### src/rtl/mapper_dispatcher.sv
// mapper_dispatcher: steers a PCIe user stream onto one of NUM_MAPPERS map
// units in round-robin order. The datapath is a zero-latency pass-through;
// only the selected index (curr) and the packet lock are registered.
// In packet mode a packet stays on one mapper from its first beat to its last.
// While no packet is in flight, the selector can optionally step past a
// mapper that is not ready, so one stalled mapper does not hold up the rest.
// Optional build macro MAPPER_DISPATCH_STATS_EN adds one 32-bit dispatch
// counter per mapper (o_dispatch_cnt) and a synchronous clear (i_stats_clr).
module mapper_dispatcher #(
  parameter int NUM_MAPPERS = 4,
  parameter int DATA_WIDTH  = 64,
  parameter int PKT_MODE    = 1,
  parameter int SKIP_BUSY   = 1,
  localparam int SEL_W      = (NUM_MAPPERS > 1) ? $clog2(NUM_MAPPERS) : 1
) (
  input  logic                      i_clk,
  input  logic                      i_rst,
  input  logic [DATA_WIDTH-1:0]     i_pcie_strm_data,
  input  logic                      i_pcie_strm_valid,
  input  logic                      i_pcie_strm_last,
  output logic                      o_pcie_strm_rdy,
  input  logic [NUM_MAPPERS-1:0]    i_mapper_rdy,
  output logic [NUM_MAPPERS-1:0]    o_mapper_valid,
  output logic [DATA_WIDTH-1:0]     o_mapper_data,
  output logic                      o_mapper_last,
`ifdef MAPPER_DISPATCH_STATS_EN
  input  logic                      i_stats_clr,
  output logic [NUM_MAPPERS*32-1:0] o_dispatch_cnt,
`endif
  output logic [SEL_W-1:0]          o_curr_mapper,
  output logic                      o_locked
);

  // Highest legal index; the wrap is an explicit compare so that mapper
  // counts that are not a power of two never reach an unused index.
  localparam logic [SEL_W-1:0] LAST_IDX = SEL_W'(NUM_MAPPERS - 1);

  typedef enum logic {
    UNLOCKED = 1'b0,
    LOCKED   = 1'b1
  } state_t;

  state_t                  state_reg;
  logic [SEL_W-1:0]        curr_reg;
  logic [SEL_W-1:0]        curr_next;
  logic [NUM_MAPPERS-1:0]  sel_onehot;
  logic                    sel_rdy;
  logic                    xfer;
  logic                    pkt_end;

  // One-hot decode of the selected index, one comparator per mapper.
  genvar gi;
  generate
    for (gi = 0; gi < NUM_MAPPERS; gi++) begin : g_sel
      assign sel_onehot[gi] = (curr_reg == SEL_W'(gi));
    end
  endgenerate

  // Ready of the selected mapper only; deliberately independent of valid.
  assign sel_rdy = |(sel_onehot & i_mapper_rdy);

  // Pass-through datapath: data and last are broadcast, valid is steered.
  assign o_pcie_strm_rdy = sel_rdy;
  assign o_mapper_data   = i_pcie_strm_data;
  assign o_mapper_last   = i_pcie_strm_last;
  assign o_mapper_valid  = sel_onehot & {NUM_MAPPERS{i_pcie_strm_valid}};

  // An accepted beat, and whether it closes a dispatch unit (every beat in
  // word mode, only the last beat in packet mode).
  assign xfer    = i_pcie_strm_valid & sel_rdy;
  assign pkt_end = (PKT_MODE == 0) || i_pcie_strm_last;

  // Round-robin successor of the current index.
  assign curr_next = (curr_reg == LAST_IDX) ? '0 : curr_reg + SEL_W'(1);

  // Selector and packet-lock state machine.
  always_ff @(posedge i_clk) begin
    if (i_rst) begin
      state_reg <= UNLOCKED;
      curr_reg  <= '0;
    end else begin
      case (state_reg)
        UNLOCKED: begin
          if (xfer) begin
            if (pkt_end) begin
              curr_reg <= curr_next;
            end else begin
              // First beat of a multi-beat packet: pin the packet here.
              state_reg <= LOCKED;
            end
          end else if ((SKIP_BUSY != 0) && !sel_rdy) begin
            // Idle on a busy mapper: try the next one, one step per cycle.
            curr_reg <= curr_next;
          end
        end
        LOCKED: begin
          // Index frozen until the packet's last beat is accepted, even if
          // the mapper drops ready or upstream drops valid meanwhile.
          if (xfer && i_pcie_strm_last) begin
            state_reg <= UNLOCKED;
            curr_reg  <= curr_next;
          end
        end
        default: begin
          state_reg <= UNLOCKED;
        end
      endcase
    end
  end

  assign o_curr_mapper = curr_reg;
  assign o_locked      = (state_reg == LOCKED);

`ifdef MAPPER_DISPATCH_STATS_EN
  // Per-mapper dispatch counters: beats in word mode, packets in packet mode.
  generate
    for (gi = 0; gi < NUM_MAPPERS; gi++) begin : g_stats
      logic [31:0] cnt_reg;

      // Clear wins over a same-cycle increment; wraps naturally at 2^32.
      always_ff @(posedge i_clk) begin
        if (i_rst || i_stats_clr) begin
          cnt_reg <= '0;
        end else if (xfer && pkt_end && sel_onehot[gi]) begin
          cnt_reg <= cnt_reg + 32'd1;
        end
      end

      assign o_dispatch_cnt[gi*32 +: 32] = cnt_reg;
    end
  endgenerate
`endif

endmodule

### config.mk
export PLATFORM = sky130hd
export DESIGN_NAME = mapper_dispatcher
export DESIGN_NICKNAME = d
export VERILOG_FILES = /design/src/rtl/mapper_dispatcher.sv
export SDC_FILE = /design/constraint.sdc
export NUM_CORES = 1
export LEC_CHECK = 0
export BUFFER_PORTS_ARGS = -buffer_cell sky130_fd_sc_hd__buf_2
export CORE_MARGIN = 1.5
export CORE_UTILIZATION = 28
export DETAILED_ROUTE_END_ITERATION = 12
export PLACE_DENSITY_LB_ADDON = 0.3
export SYNTH_ARGS = -nofsm -noshare
export SYNTH_HDL_FRONTEND = slang
export SYNTH_SLANG_ARGS = --single-unit
export TNS_END_PERCENT = 50
### constraint.sdc
create_clock -name i_clk -period 2.5 [get_ports i_clk]
set_input_delay 0.25 -clock i_clk [delete_from_list [all_inputs] [get_ports i_clk]]
set_output_delay 0.25 -clock i_clk [all_outputs]
set_load 0.01 [all_outputs]
==> impl_metrics.ini <==
[outcome]
status = complete, no violations

[critical_path]
cp_max_fo = 8
critPathMaxStageDelay_ns = 0.44
path_cells = inv_1, ha_1, a22o_1, nor2_1, inv_1, buf_2
crit_top_cell = inv_1
r2r-start = o_curr_mapper[0]
critical_path_required_ns = 2.25
path_class = flop to output port
worstSetupEndpointType = output port
rr_worst_depth = 6
slowest_stage = dfxtp_1
reg2reg_setup_slack_ns = 0.87
start_kind = flop
critical_path_arrival_ns = 1.65

[timing]
skew_ns = 0.00356
finalSetupViolCount = 0
layout_min_cycle_time_ns = 1.90
whs_ns = 0.271
max_freq_ghz = 0.525
final.period_utilization = 0.762
hold_viol = 0
tightest_slew_ns = 0.297
tns_ns = 0
grt_setup_unrepaired = false
drv_slew = 0
max-slew-margin-rel = 0.800
worst_slack_ns = 0.596

[global_route]
antenna_found_initial = 0
track_usage = 0.0871
grt_overflow_total = 0
grt_pass1_vias = 408
grt_max_degree = 9
grt_pass1_wl_mm = 2.13

[routing]
viasPerCell = 4.67
vias = 397
dr.pass1.iters = 4
routed_wl_mm = 1.47
drc = 0
routedWlPerCell_um = 17.3
drt_iter0_markers = 17
drt.antenna.violating_nets = 0

[yosys]
synth.ff_latch_count = 3
synth.avg_cell_area_um2 = 7.79
netlist_area_um2 = 779
synth_fp_nets = 176
ys_types = 18
synth_top_area_frac = 0.626
syn_inst = 100
ys_seq_area_frac = 0.0770
synth.largest_area_cell = buf_4
synth_warnings = 0
yosys-top-cells-area = buf_4 (63%), dfxtp_1 (7.7%), ha_1 (6.4%)

[run]
drv_cap = 0

[clock_network]
cts_buffers = 3
clk_latency_ns = 0.23
post_cts_buffers = 0
cts_hold_buf = 0
cts-root-buf = clkbuf_4
cts-htree-levels = 1
cts_resized = 0
clkTransAtPathRegs_ns = 0.04
cts_sinks = 3
cts_max_path_buffers = 2
cts_tree = done

[floorplan]
core-area_um2 = 2540
die_w_um = 55.8
rows = 18
initial_utilization = 0.306
ios = 145
die_height_um = 55.8
dieArea_um2 = 3110

[final_layout]
areaGrowthSynthToFinish_pct = -44.1
fill_cells = 294
nNetsFinal = 132
fin_util = 0.171
drive_gt1_frac = 0.364
n_antenna_cell = 0

[pwr]
power_mw = 0.425
leakage_nw = 0.204
vdd_drop_max_mv = 0.220
power_density_nw_per_um2 = 976

[hold_path]
hold_path_depth = 2
min-delay-start = i_rst
hold_path.class = primary input to flop

[placement]
hpwl_mm = 1.28
gp_congestion = 0.760
pre_cts_slack_ns = 0.829
numPortBuffers = 16
[final cells by class]
| class | count | area [µm²] | share of cell area |
|---|---|---|---|
| multi-input cells | 27 | 213 | 0.489 |
| repair buffers | 16 | 80.1 | 0.184 |
| inverters | 5 | 18.8 | 0.0431 |
| well taps | 30 | 37.5 | 0.0862 |
| flip-flops and latches | 3 | 60.1 | 0.138 |
| clock buffers | 4 | 26.3 | 0.0603 |
[synth_stat cells]
cell,n
o21ai_0,1
buf_4,65
ha_1,4
dfxtp_1,3
nor2_1,1
or4_1,2
nand2b_2,1
a2111o_1,1
nand3b_1,1
and2_1,5
nand2_1,3
o2111ai_1,2
inv_1,5
a22o_1,2
o311ai_0,1
o211ai_1,1
a211o_1,1
a221oi_1,1
[routing by layer]
| layer | GRT usage | share of wire | vias up | wire length (µm) |
|---|---|---|---|---|
| met2 | 0.129 | 0.46 | 50 | 671 |
| met3 | 0.0721 | 0.20 | 8 | 294 |
| li1 | - | - | 170 | - |
| met4 | 0.0697 | 0.026 | 0 | 38 |
| met1 | 0.0752 | 0.32 | 169 | 464 |
| met5 | 0 | 0 | - | 0 |
[per-stage QoR]
| step | cells | area [µm²] |
|---|---|---|
| 4_1_cts | 85 | 435 |
| 3_5_place_dp | 81 | 409 |
| 3_3_place_gp | 81 | 409 |
| 2_1_floorplan | 100 | 779 |
| 6_report | 85 | 435 |
| 5_1_grt | 85 | 435 |
[cells by family (layout without fill, tap and decap cells)]
kind of cell | after synthesis | count (layout) | synth area share
buffers and inverters | 70 | 25 | 0.650
flip-flops | 3 | 3 | 0.0770
AO/OA/AOI/OAI | 10 | 10 | 0.109
adder cells (fa/ha/maj) | 4 | 4 | 0.0642
AND/OR/NAND/NOR | 13 | 13 | 0.0995
[cells in the final DEF (no fill, tap or decap)]
cell type and count:
o211ai_1 1, clkbuf_1 1, nand2b_2 1, ha_1 4
o21ai_0 1, a221oi_1 1, buf_2 16, and2_1 5
or4_1 2, nand2_1 3, a2111o_1 1, o2111ai_1 2
dfxtp_1 3, nand3b_1 1, a22o_1 2, clkbuf_4 3
a211o_1 1, nor2_1 1, inv_1 5, o311ai_0 1
[critical path, delay by kind of cell, from the launching register on]
family	cells	cell delay, ns
compound gates	1	0.28
buf+inv	3	0.31
simple gates	1	0.17
fa+ha+maj	1	0.22
flops	1	0.44
[worst max path at each step]
stage | start | to | slack, ns | depth (start not counted)
floorplan | o_curr_mapper[0] | flop | 0.91 | 6
CTS | o_curr_mapper[0] | o_pcie_strm_rdy | 0.57 | 6
finish | o_curr_mapper[0] | o_pcie_strm_rdy | 0.60 | 6
global placement | o_curr_mapper[0] | o_pcie_strm_rdy | 0.85 | 6
detailed placement | o_curr_mapper[0] | o_pcie_strm_rdy | 0.83 | 6
global route | o_curr_mapper[0] | o_pcie_strm_rdy | 0.40 | 6
[where the power goes]
group | switching, mW | internal [mW]
Clock | 0.0230 | 0.0597
Sequential | 0.0334 | 0.0683
Combinational | 0.130 | 0.110
Note: power is estimated with default switching activity, not from simulation.
